--- config.mk ---
export PLATFORM = sky130hd
export DESIGN_NAME = trng_conditioner
export DESIGN_NICKNAME = d
export VERILOG_FILES = /design/src/rtl/trng_conditioner.sv
export SDC_FILE = /design/constraint.sdc
export NUM_CORES = 1
export LEC_CHECK = 0
export ABC_AREA = 1
export CORE_MARGIN = 10
export CORE_UTILIZATION = 40
export CTS_CLUSTER_DIAMETER = 150
export DETAILED_ROUTE_END_ITERATION = 12
export GPL_TIMING_DRIVEN = 0
export HOLD_SLACK_MARGIN = 0.02
export PLACE_DENSITY = 0.59
export SYNTH_ARGS = -nofsm -noshare
export SYNTH_HDL_FRONTEND = slang
export SYNTH_SLANG_ARGS = --single-unit
--- constraint.sdc ---
create_clock -name clk -period 3.6 [get_ports clk]
set_clock_uncertainty 0.15 [all_clocks]
set_input_delay 1.08 -clock clk [delete_from_list [all_inputs] [get_ports clk]]
set_output_delay 1.08 -clock clk [all_outputs]
set_load 0.01 [all_outputs]
--- src/rtl/trng_conditioner.sv ---
// TRNG post-processing: synchronizes and samples the raw entropy bit, runs a
// repetition-count health test, von Neumann debiases, packs bytes into a FWFT FIFO.
module trng_conditioner #(
  parameter int SAMPLE_DIV = 8,
  parameter int REP_LIMIT  = 32,
  parameter int FIFO_DEPTH = 4
) (
  input  logic                          clk,
  input  logic                          reset,
  input  logic                          random_in,
  input  logic                          enable,
  output logic [7:0]                    out_data,
  output logic                          out_valid,
  input  logic                          out_ready,
  output logic [$clog2(FIFO_DEPTH):0]   fifo_level,
  output logic                          health_fail,
  output logic                          overrun
);

  localparam int CW = $clog2(SAMPLE_DIV);
  localparam int RW = $clog2(REP_LIMIT + 1);
  localparam int PW = $clog2(FIFO_DEPTH);
  localparam int LW = PW + 1;

  typedef enum logic {IDLE, FIRST} vn_state_t;

  logic            s1, s2;
  logic [CW-1:0]   samp_cnt;
  logic            strobe;

  logic            seen;
  logic            last;
  logic [RW-1:0]   run;
  logic [RW-1:0]   run_next;
  logic            trip;
  logic            bits_ok;

  vn_state_t       vn_state;
  logic            first_bit;
  logic            emit_valid;
  logic            emit_bit;

  logic [6:0]      sr;
  logic [2:0]      bit_cnt;
  logic            push;
  logic [7:0]      push_data;

  logic [7:0]      mem [FIFO_DEPTH];
  logic [PW-1:0]   wr_ptr, rd_ptr;
  logic [LW-1:0]   level;
  logic            full;
  logic            pop;
  logic            wr_en;

  // Two-flop synchronizer; random_in is asynchronous to clk.
  // NOTE: sequential state uses non-blocking assignments so every flop samples
  // pre-edge values; blocking here would collapse s1/s2 into a single stage.
  always_ff @(posedge clk) begin
    if (reset) begin
      s1 <= 1'b0;
      s2 <= 1'b0;
    end else begin
      s1 <= random_in;
      s2 <= s1;
    end
  end

  always_ff @(posedge clk) begin
    if (reset || !enable) begin
      samp_cnt <= '0;
    end else if (samp_cnt == CW'(SAMPLE_DIV - 1)) begin
      samp_cnt <= '0;
    end else begin
      samp_cnt <= samp_cnt + 1'b1;
    end
  end

  assign strobe = enable && (samp_cnt == CW'(SAMPLE_DIV - 1));

  // Repetition-count health test; the run counter saturates at the limit.
  // NOTE: every signal driven from always_comb gets a default first so no
  // path leaves it unassigned, which would infer a latch.
  always_comb begin
    run_next = RW'(1);
    if (seen && (s2 == last)) begin
      run_next = (run == RW'(REP_LIMIT)) ? run : run + 1'b1;
    end
  end

  assign trip    = strobe && (run_next == RW'(REP_LIMIT));
  assign bits_ok = !health_fail && !trip;

  always_ff @(posedge clk) begin
    if (reset) begin
      seen        <= 1'b0;
      last        <= 1'b0;
      run         <= '0;
      health_fail <= 1'b0;
    end else if (strobe) begin
      seen <= 1'b1;
      last <= s2;
      run  <= run_next;
      if (trip) begin
        health_fail <= 1'b1;
      end
    end
  end

  // Von Neumann pair extractor: 10 -> 1, 01 -> 0, 00/11 -> nothing.
  always_ff @(posedge clk) begin
    if (reset) begin
      vn_state  <= IDLE;
      first_bit <= 1'b0;
    end else if (!enable) begin
      vn_state <= IDLE;
    end else if (strobe) begin
      case (vn_state)
        IDLE: begin
          first_bit <= s2;
          vn_state  <= FIRST;
        end
        FIRST:   vn_state <= IDLE;
        default: vn_state <= IDLE;
      endcase
    end
  end

  assign emit_valid = strobe && (vn_state == FIRST) && (s2 != first_bit) && bits_ok;
  assign emit_bit   = first_bit;

  // Byte assembler; the partial byte survives enable dropping.
  assign push      = emit_valid && (bit_cnt == 3'd7);
  assign push_data = {sr, emit_bit};

  always_ff @(posedge clk) begin
    if (reset) begin
      sr      <= '0;
      bit_cnt <= '0;
    end else if (emit_valid) begin
      sr      <= {sr[5:0], emit_bit};
      bit_cnt <= bit_cnt + 1'b1;
    end
  end

  // First-word-fall-through FIFO with binary pointers and an explicit level.
  assign full      = (level == LW'(FIFO_DEPTH));
  assign out_valid = (level != '0);
  assign pop       = out_valid && out_ready;
  assign wr_en     = push && (!full || pop);

  // NOTE: the storage array is not reset; out_data is forced to zero whenever
  // the FIFO is empty, so stale contents are never observable.
  always_ff @(posedge clk) begin
    if (wr_en) begin
      mem[wr_ptr] <= push_data;
    end
  end

  always_ff @(posedge clk) begin
    if (reset) begin
      wr_ptr  <= '0;
      rd_ptr  <= '0;
      level   <= '0;
      overrun <= 1'b0;
    end else begin
      if (wr_en) begin
        wr_ptr <= wr_ptr + 1'b1;
      end
      if (pop) begin
        rd_ptr <= rd_ptr + 1'b1;
      end
      case ({wr_en, pop})
        2'b10:   level <= level + 1'b1;
        2'b01:   level <= level - 1'b1;
        default: level <= level;
      endcase
      if (push && full && !pop) begin
        overrun <= 1'b1;
      end
    end
  end

  assign out_data   = out_valid ? mem[rd_ptr] : 8'h00;
  assign fifo_level = level;

endmodule
-- Word level (Yosys, flattened, before mapping)
Memory sizes are Yosys's and may differ from the RTL's. A register that Yosys moved wholly into a read port is not among the register bits.
Cells that the tools add are included.
- register bits after elaboration: 34
- RAM bits: 32
- bits of input ports: 5
- output and inout bits: 14
- logic and storage cells: 68
- memories: 1
- add/sub/neg operators: 7
- equality and inequality tests: 9
- muxes and demuxes: 9
- bitwise operators: 2
- reductions and logical operators: 25
- memory list (name ; depth ; bits a word ; rd ports ; clocked after memory_dff ; write ports ; line ; source):
    mem ; 4 ; 8 ; 1 ; 1 ; 1 ; 48 ; logic [7:0] mem [FIFO_DEPTH];
- operators by type and width (operator ; count):
    $eq 6x6->1 const B ; 2
    $logic_and 1x1->1 ; 12
    $mux 6 ; 2
    $add 3x1->3 const B ; 3
    $eq 3x3->1 const B ; 3
    $mux 8 ; 1
    $add 6x1->6 const B ; 1
    $pmux 3 s2 ; 1
    $logic_not 1->1 ; 5
    $add 2x1->2 const B ; 2
    $mux 2 ; 2
    $reduce_or 2->1 ; 2
    $reduce_and 3->1 ; 1
    $reduce_bool 3->1 ; 1
    $sub 3x1->3 const B ; 1
    $eq 2x1->1 const B ; 1
    $eq 2x2->1 const B ; 1
    $logic_or 1x1->1 ; 2
    $mux 1 ; 2
    $not 1->1 ; 2
    $pmux 1 s2 ; 1
    $reduce_and 2->1 ; 1
    $reduce_bool 2->1 ; 1
    $eq 1x1->1 ; 1
    $ne 1x1->1 ; 1

-- Longest topological paths before layout
- depth after elaboration: 12
- depth in mapped cells: 18
- mapped depth without buffers: 18

-- Worst setup path after synthesis
Ideal clock, no wire load.
- kind: input to register
- start: input port enable
- end: register level[2] (netlist: fifo_level[2])
- library setup time: 122 ps
- data arrival time: 2831 ps
- data required time: 3328 ps
- path slack: 497 ps
- stages: 15
- path buffers: 0
- path through: nand2_1 > nor3_2 > nand2_1 > nor2_1 > nand2_2 > nand3_4 > nor3_4 > inv_2 > ha_1 > inv_1 > fa_1 > a21oi_1 > o21ai_0 > o21ai_0 > a21oi_1
- word-level cells in the longest chain between the ends: 9
- elaborated cells between the ends (all ways): 13
- classes of those cells: 2 x eq/ne; 1 x mux; 10 x reduce/logical
- RTL lines (element ; line ; source):
    start: declaration ; 11 ; input logic enable,
    $logic_and 1x1->1 (*) ; 78 ; assign strobe = enable && (samp_cnt == CW'(SAMPLE_DIV - 1));
    $logic_and 1x1->1 ; 90 ; assign trip = strobe && (run_next == RW'(REP_LIMIT));
    $logic_not 1->1 ; 91 ; assign bits_ok = !health_fail && !trip;
    $logic_and 1x1->1 ; 91 ;
    $logic_and 1x1->1 (*) ; 128 ; assign emit_valid = strobe && (vn_state == FIRST) && (s2 != first_bit) && bits_ok;
    $logic_and 1x1->1 (*) ; 132 ; assign push = emit_valid && (bit_cnt == 3'd7);
    $logic_and 1x1->1 (*) ; 149 ; assign wr_en = push && (!full || pop);
    $eq 2x1->1 / $eq 2x2->1 (equally long branches) ; 172 ; case ({wr_en, pop})
    $pmux 3 s2 / $reduce_bool 2->1 (equally long branches) ; n/a ;
    end signal: assignment ; 173 ; 2'b10: level <= level + 1'b1;
    end signal: assignment ; 174 ; 2'b01: level <= level - 1'b1;
    end signal: assignment ; 175 ; default: level <= level;
    end: declaration ; 50 ; logic [LW-1:0] level;
Mark *: on every way between the ends. The rest lies on a longest branch, timed or not.
A chain may end at the register's enable or synchronous reset.

-- Worst setup path in the final report
Same ends and word-level chain as after synthesis.

==> out/summary.txt <==
FMAX: 0.3003 GHz
Number of enable flip-flop cells after synthesis: 32
Non-filler instance count after layout: 446
VDD IR max: 218.6 µV
Tightest Hold Check Type: flip-flop to flip-flop
Root buf cell: clkbuf_8
Syn Nets: 333
Power Density: 508.1 nW/µm²
Pins Over Slew Limit: 0
Post-Synthesis Cells: 316
DP Cell Count: 432
Period utilization: 92.50%
Clock slew at reported path FFs: 0.08 ns
Worst Setup SP: enable
DR vias: 2123
Final Net Count: 359
Share of layout cells above drive strength 1: 9.798%
Dpl hpwl: 3931 µm
Antenna Nets Post-Route: 0
Register Area: 1682 µm²
Critical path type: primary input to flip-flop
CTS tree: done
Gpl congestion: 0.7991
# hold bufs at CTS: 0
DRC Markers: 0
Main synth FF type: dfxtp_1
Least-Margin Pin Slew: 0.7788 ns
Largest net degree at the start of global routing: 13
Vias in the first global route: 2117
Ys async rst share: 0%
Netlist Area Pre-Place: 2930 µm²
Largest stage delay on the critical path: 0.49 ns
Synth-to-layout area growth: 18.62%
Worst R2R Start: run[1]
Fill count: 669
Beginning of the worst hold path: s1
Synth warnings: 0
CTS sink cnt: 68
Global-route wire length before repair: 9722 µm
CP required: 3.68 ns
Setup Buffers After CTS: 0
Total global routing overflow: 0
Number of max-cap violations: 0
Synthesized area per cell: 9.273 µm²
Worst setup SP type: primary input
Post-synthesis cell type count: 31
Clk_lat worst skew: 0.34 ns
IO Port Bufs: 17
CORE AREA: 7176 µm²
R2R setup slack: 0.85 ns
Drt first pass iters: 4
Leak: 1.280 nW
Drt total wl: 5481 µm
DR iter-0 viols: 94
Via density: 4.760
Status: finished clean
Die Y: 105.6 µm
Register area share after synthesis: 57.39%
# setup viols final: 0
Register bit count reported by yosys: 68
Cell Rows: 31
Crit Path Max Fanout: 5
Final Hold Fails: 0
Die area: 11150 µm²
IO Count: 19
Starting Density: 40.84%
Initial antenna violation count: 0
Max_slew headroom: 47.89%
Die W: 105.6 µm
Top cell type by total area after synthesis: edfxtp_1
Ant. Diodes: 0
Maximum buffer depth of the clock tree: 2
Critical Path End Type: flip-flop
Final core utilization: 48.44%
Area contributors post-synth: edfxtp_1 (33%), dfxtp_1 (25%), nor2_1 (7.0%)
Share of the synthesized area in the top cell type: 32.79%
Arr. time, crit path: 3.41 ns
Average wire per standard cell: 12.29 µm
H-tree depth: 3
Final min period: 3.330 ns
Overall Global Routing Usage: 10.64%
Slowest cell on crit path: clkdlybuf4s50_1
Multi-input logic area: 1035 µm²
Cells along the critical path: clkdlybuf4s50_1 > nand2_2 > nor3_4 > nand2_1 > nor2_1 > nand2_2 > nand3_4 > nor3_4 > inv_2 > ha_1 > inv_1 > fa_1 > a21oi_1 > o21ai_0 > o21ai_1 > a21oi_1
CTS buffer count: 9
through the flow:
step                area [µm²]  setup WS, ns  total power, mW    TNS, ns  hold WS [ns]
finish                    3476        0.2698            1.766          0        0.2483
global placement          3224       -0.2214            1.017     -1.323        0.2439
CTS                       3473       0.03420            1.787          0        0.2546
global route              3476     -0.002886            1.846  -0.002886        0.2544
detailed placement        3224       -0.2274            1.021    -0.8988        0.2469
floorplan                 2930        0.4972           0.9331          0        0.2383
logic make-up (layout without fill, tap and decap cells):
kind of cell / after synthesis / after routing / share of synthesized area (%)
simple gates: 104 / 104 / 16.18
compound gates: 74 / 74 / 12.85
flops: 68 / 68 / 57.39
buf+inv: 56 / 87 / 7.600
fa+ha+maj: 12 / 12 / 5.380
xor+xnor: 2 / 2 / 0.5979
power breakdown:
group	internal (mW)	switching, mW	total [mW]
clock network	0.479	0.288	0.767
logic	0.0781	0.0959	0.174
registers	0.812	0.0126	0.825
total	1.37	0.397	1.77
worst max-delay path: cells and delay by family:
| kind | cells | cell delay (ns) |
|---|---|---|
| compound gates | 4 | 0.44 |
| fa+ha+maj | 2 | 0.52 |
| simple gates | 7 | 0.73 |
| buf+inv | 3 | 0.65 |
synth_stat cells (2+ instances only):
cell type   n
a21oi_1    34
clkbuf_1    8
dfxtp_1    36
edfxtp_1   32
ha_1       11
inv_1      42
inv_2       2
nand2_1    24
nand2_2     3
nand3_1    10
nand4_1     3
nor2_1     55
nor2_2      2
nor2_4      2
o21ai_0    27
o21ai_1    10
per-layer routing:
metal | vias up | wire, µm | global-route usage (%)
li1 | 1093 | - | -
met1 | 983 | 2490 | 12.03
met2 | 40 | 2636 | 17.82
met3 | 7 | 260 | 3.410
met4 | 0 | 93 | 5.126
met5 | - | 0 | 0
what timing repair did:
item                                    CTS  global route
gates resized for setup                   1             5
gates cloned                              0             0
endpoints found under the setup margin    6             9
pin swaps                                 0             1
layout make-up:
cell class / instances / share of cell area, %
Buffer: 9 / 1.404
Tap cell: 99 / 3.564
Sequential cell: 68 / 48.38
Clock inverter: 6 / 3.168
Timing Repair Buffer: 17 / 4.896
Multi-Input combinational cell: 192 / 29.77
Inverter: 45 / 4.860
Clock buffer: 10 / 3.960
registers in the layout (all words and copies together) (netlist names), 2 cells and up, named ones only:
signal,cells
wr_ptr,2
run,6
fifo_level,3
rd_ptr,2
samp_cnt,3
mem,32
sr,7
bit_cnt,3
layout by cell type (no fill, tap or decap), drive strengths merged, types with 2 or more instances in the layout:
cell type / n
clkdlybuf4s50: 17
buf: 3
clkinv: 2
bufinv: 3
ha: 11
dfxtp: 36
o21ai: 37
a21oi: 34
nor3: 3
clkbuf: 16
nor2: 59
nand2: 27
nand3: 11
nand4: 3
edfxtp: 32
inv: 45
path summary, 6_finish.rpt:
| path | to | cells after the start |
|---|---|---|
| worst max register to register | fifo_level[2] | 18 |
| worst max-delay path | fifo_level[2] | 16 |
| worst min-delay path | s2 | 2 |
| worst min register to register | s2 | 2 |
Power figures use the tool's default switching activity.
==> variant 1: new RTL, same settings <==
`FIFO_DEPTH`: 4 -> 2.
--- a/src/rtl/trng_conditioner.sv
+++ b/src/rtl/trng_conditioner.sv
@@ -3,7 +3,7 @@
 module trng_conditioner #(
   parameter int SAMPLE_DIV = 8,
   parameter int REP_LIMIT  = 32,
-  parameter int FIFO_DEPTH = 4
+  parameter int FIFO_DEPTH = 2
 ) (
   input  logic                          clk,
   input  logic                          reset,
Interface: changed (resized fifo_level); port bits go from 19 to 18. The function was not compared with the original's and may differ.
==> variant 1 against the unedited design <==
Sequential cell count down 20; sequential share of layout area shrank 3.8 points; cell area decreased by 28%; worst setup slack gained 190 ps; cell count down 28%; synthesized cell count shrank 28%; total power fell by 41%; critical path depth down 1; clock power is 40% lower; combinational power decreased by 88%; first-iteration DRC count decreased by 47%; routed wire length is 33% lower; utilization is 0.44 points higher; area after synthesis decreased by 27%.
==> variant 1: results (changes against the unedited design) <==
[pwr]
power_density_mw_per_mm2 = 414.6  ; was 508.1 mW/mm^2
p_comb_mw = 0.0217  ; was 0.174 mW
p_seq_share_pct = 53.6  ; was 46.7%
power.leakage_nw = 0.9378  ; was 1.280 nW
switching_share_pct = 18.82  ; was 22.46%
ir_worst_vdd_v = 0.0002223  ; was 0.0002186 V

[worst_hold_path]
hp-class = flip-flop to flip-flop  ; unchanged

[routing]
first_pass_iters = 4  ; unchanged
vias_per_cell = 4.604  ; was 4.760
wl_um = 3645  ; was 5481 um
drt-initial-drc-count = 50  ; was 94

[clock_network]
cts_made_buffers = 5  ; was 9
cts_resized = 0  ; was 1
insertion_delay_ps = 300  ; was 340 ps
h-tree-depth = 2  ; was 3

[yosys]
synth_seq_area_share_pct = 52.71  ; was 57.39%
synth-edff-count = 16  ; was 32
synthesis.nets = 239  ; was 333
yosys-top-cells-count = nand2_1 (34), dfxtp_1 (32), inv_1 (29), a21oi_1 (22)  ; was nor2_1 (55), inv_1 (42), dfxtp_1 (36), a21oi_1 (34), edfxtp_1 (32)
ys_top_cells_by_area = dfxtp_1 (30%), edfxtp_1 (23%), nand2_1 (6.0%)  ; was edfxtp_1 (33%), dfxtp_1 (25%), nor2_1 (7.0%)
synth_cell_type_count = 31  ; unchanged

[placement]
globalplace.congestion = 0.7596  ; was 0.7991
portBuffers = 16  ; was 17
dp_hpwl_um = 2663  ; was 3931 um

[final_layout]
nets = 262  ; was 359
drive_above_1_share_pct = 19.52  ; was 9.798%
largestRegisters = mem (16), sr (7), run (6)  ; was mem (32), sr (7), run (6)
n_fill_cell = 524  ; was 669

[timing]
maxSlewHeadroom_pct = 56.26  ; was 47.89%

[grt]
grt_pass1_wl_um = 6534  ; was 9722 um
grt_pass1_vias = 1487  ; was 2117
globalRouteTotalUtil_pct = 9.142  ; was 10.64%
grt_max_degree = 17  ; was 13

[critical_path]
crit_arrival_ps = 3230  ; was 3410 ps
max_stage_delay_ps = 470  ; was 490 ps

[run_status]
status = completed  ; unchanged

==> variant 1: cells by family after synthesis <==
family / count (synthesis) / share of synthesized area, %
buf+inv: 39 / 7.941
compound gates: 52 / 15.94
fa+ha+maj: 7 / 4.117
simple gates: 78 / 18.06
xor+xnor: 3 / 1.236
flops: 48 / 52.71
==> variant 1: per-layer routing <==
| metal | track usage [%] | share of wire [%] | up-vias |
|---|---|---|---|
| met3 | 3.067 | 5.6 | 5 |
| met4 | 3.856 | 1.4 | 0 |
| li1 | - | - | 790 |
| met5 | 0 | 0 | - |
| met1 | 10.59 | 49 | 659 |
| met2 | 15.07 | 43 | 24 |
==> variant 1: layout make-up <==
class	instances	share of cell area (%)
Sequential cell	48	44.62
Multi-Input combinational cell	140	33.32
Clock inverter	3	2.739
Inverter	32	4.781
Tap cell	70	3.486
Buffer	7	1.942
Clock buffer	5	2.739
Timing Repair Buffer	16	6.375
==> variant 1: stage by stage <==
step	hold slack, ps	worst slack [ps]	cells	instance area [sq um]	utilization [%]
floorplan	238.3	862.0	227	2127	-
global placement	240.1	83.15	313	2375	46.20
detailed placement	245.3	93.91	313	2375	46.20
CTS	259.1	414.2	321	2512	48.88
global route	277.0	245.9	321	2512	48.88
finish	256.5	456.4	321	2512	48.88
==> variant 1: final timing paths <==
check | slack [ps] | to | start | depth (start not counted)
setup reg to reg | 1040 | mem[0][0] | run[0] | 11
hold reg to reg | 260 | s2 | s1 | 2
hold / removal | 260 | s2 | s1 | 2
setup / recovery | 460 | fifo_level[1] | enable | 15
==> variant 1: worst register-to-register path, delay by kind of cell (launching register included) <==
kind          cells  cell delay [ps]
fa+ha+maj         1              220
buf+inv           1               80
flops             1              420
simple gates      9             1330
==> variant 2: new RTL, same settings <==
Without the edit above. Reset style: asynchronous (`reset`), changed in 5 clocked blocks.
--- a/src/rtl/trng_conditioner.sv
+++ b/src/rtl/trng_conditioner.sv
@@ -55,7 +55,7 @@
   // Two-flop synchronizer; random_in is asynchronous to clk.
   // NOTE: sequential state uses non-blocking assignments so every flop samples
   // pre-edge values; blocking here would collapse s1/s2 into a single stage.
-  always_ff @(posedge clk) begin
+  always_ff @(posedge clk or posedge reset) begin
     if (reset) begin
       s1 <= 1'b0;
       s2 <= 1'b0;
@@ -90,7 +90,7 @@
   assign trip    = strobe && (run_next == RW'(REP_LIMIT));
   assign bits_ok = !health_fail && !trip;
 
-  always_ff @(posedge clk) begin
+  always_ff @(posedge clk or posedge reset) begin
     if (reset) begin
       seen        <= 1'b0;
       last        <= 1'b0;
@@ -107,7 +107,7 @@
   end
 
   // Von Neumann pair extractor: 10 -> 1, 01 -> 0, 00/11 -> nothing.
-  always_ff @(posedge clk) begin
+  always_ff @(posedge clk or posedge reset) begin
     if (reset) begin
       vn_state  <= IDLE;
       first_bit <= 1'b0;
@@ -132,7 +132,7 @@
   assign push      = emit_valid && (bit_cnt == 3'd7);
   assign push_data = {sr, emit_bit};
 
-  always_ff @(posedge clk) begin
+  always_ff @(posedge clk or posedge reset) begin
     if (reset) begin
       sr      <= '0;
       bit_cnt <= '0;
@@ -156,7 +156,7 @@
     end
   end
 
-  always_ff @(posedge clk) begin
+  always_ff @(posedge clk or posedge reset) begin
     if (reset) begin
       wr_ptr  <= '0;
       rd_ptr  <= '0;
Formal check against the unedited RTL: same outputs for any inputs over 10 cycles, from zero or initial values and one cycle with reset high; that may be too few to reach the edited logic, so the function may still have changed.
==> variant 2 against the unedited design <==
Maximum frequency shrank 2.1%; first-iteration DRC count shrank 1.1%; sequential cell count shrank 2; worst setup slack lost 71 ps; area after synthesis grew 2.1%; routed wire length shrank 3.1%; global-route usage shrank 0.68 points; cell area grew 2.7%.
Power is not compared: it rests on default switching activity, and its combinational part moved more than twofold at a synthesized area within 25%.
==> variant 2: results (changes against the unedited design) <==
[run_status]
status = completed  ; unchanged

[clock_network]
insertion_delay_ps = 340  ; about the same
cts.clk_slew.worst_paths_ps = 70
cts_made_buffers = 9  ; unchanged
post-cts-setup-buffers = 0  ; unchanged
cts-root-buf = clkbuf_8  ; unchanged
clock_path_buffers = 2  ; unchanged

[timing]
maxSlewHeadroom_pct = 48.08  ; was 47.89%
fin_ws_ps = 199.2  ; was 269.8 ps
hold_ws_ps = 212.1  ; was 248.3 ps

[yosys]
synth_xor_area_share_pct = 2.048  ; was 0.5978%
postSynth.asyncResetShare_pct = 46.97  ; was 0%
ys_top_cells_by_area = edfxtp_1 (32%), dfrtp_1 (26%), nor2_1 (5.8%)  ; was edfxtp_1 (33%), dfxtp_1 (25%), nor2_1 (7.0%)
synth_seq_area_share_pct = 60.03  ; was 57.39%
postSynthCellCount = 288  ; was 316
synth_compound_area_share_pct = 9.448  ; was 12.85%
synth_cell_type_count = 34  ; was 31
synth-edff-count = 32  ; unchanged
yosys-top-cells-count = nor2_1 (46), nand2_1 (34), inv_1 (33), edfxtp_1 (32), dfrtp_1 (31)  ; was nor2_1 (55), inv_1 (42), dfxtp_1 (36), a21oi_1 (34), edfxtp_1 (32)
synthesis.nets = 305  ; was 333
synthFlopType = edfxtp_1  ; was dfxtp_1
synth_fa_ha_area_share_pct = 5.268  ; was 5.380%

[critical_path]
critPathKind = flip-flop to output port  ; was input pin to flip-flop
setup.worst_path.end = out_data[0]  ; was fifo_level[2]
start_kind = flip-flop  ; was input pin
r2r-start = run[0]  ; was run[1]
crit_arrival_ps = 2170  ; was 3410 ps
reg2reg_to = fifo_level[2]  ; unchanged
reg2reg_depth = 17  ; was 18
max_stage_delay_ps = 570  ; was 490 ps
startpoint = rd_ptr[1]  ; was enable
path_max_fanout = 9  ; was 5
r2r_slack_ps = 840

[final_layout]
fin_cells = 419  ; was 446
antenna_cells = 0  ; unchanged
nets = 332  ; was 359
largestRegisters = mem (32), sr (7), run (6)  ; unchanged
drive_above_1_share_pct = 15.63  ; was 9.798%

[worst_hold_path]
hold_path_end = s2  ; unchanged
min_path_cells = 0  ; was 2
hold_start = s1  ; unchanged

[grt]
antenna_found_initial = 0  ; unchanged
globalRouteTotalUtil_pct = 9.957  ; was 10.64%
grt_pass1_vias = 1899  ; was 2117
grt_max_degree = 33  ; was 13
grt_pass1_wl_um = 9094  ; was 9722 um

[routing]
vias_per_cell = 4.647  ; was 4.760
drt-initial-drc-count = 93  ; was 94
wl_um = 5309  ; was 5481 um

[placement]
portBuffers = 18  ; was 17
dp_hpwl_um = 3626  ; was 3931 um
dpl.cell_count = 405  ; was 432
globalplace.congestion = 0.7284  ; was 0.7991
dp_slack_ps = -222.3  ; was -227.4 ps
dpl-instance-area_sq_mm = 0.003297  ; was 0.003224 sq mm

==> variant 2: cell types whose count changed after synthesis, moves of 5 or more <==
cell | unedited run | this run
nor2_1 | 55 | 46
nand2_1 | 24 | 34
inv_1 | 42 | 33
o21ai_0 | 27 | 20
dfrtp_1 | 0 | 31
clkbuf_1 | 8 | 3
dfxtp_1 | 36 | 3
o21ai_1 | 10 | 2
o21ai_2 | 0 | 6
a21oi_1 | 34 | 10
==> variant 2: worst max-delay path: cells and delay by family, from the launching register on <==
family	cells	cell delay, ps
DFF	1	550
AOI/OAI and AO/OA	2	300
buffers and inverters	2	820
and+or+nand+nor	1	160
==> variant 2: layer usage <==
| metal | wire length (um) | global-route usage, % | vias up |
|---|---|---|---|
| met3 | 206 | 2.959 | 9 |
| met2 | 2445 | 15.55 | 32 |
| met5 | 0 | 0 | - |
| met4 | 105 | 5.222 | 0 |
| met1 | 2552 | 12.18 | 911 |
| li1 | - | - | 995 |
==> variant 2: layout make-up <==
type,count,area (sq um)
fill,686,3684
sequential,66,1798
multi-input combinational,175,992.2
timing repair buffer,19,207.7
inverter,39,147.6
clock buffer,9,123.9
clock inverter,7,123.9
tap,99,123.9
buffer,5,52.55
==> variant 2: power breakdown <==
group / switching (mW) / internal [mW]
clock: 0.311 / 0.467
sequential: 0.0555 / 0.818
combinational: 0.294 / 0.264
==> variant 2: repair_timing <==
action                                 4_1_cts  5_1_grt
endpoints found under the hold margin        0        0
gates resized for setup                      2        3
cloned                                       0        0
setup endpoints to repair                    8       28
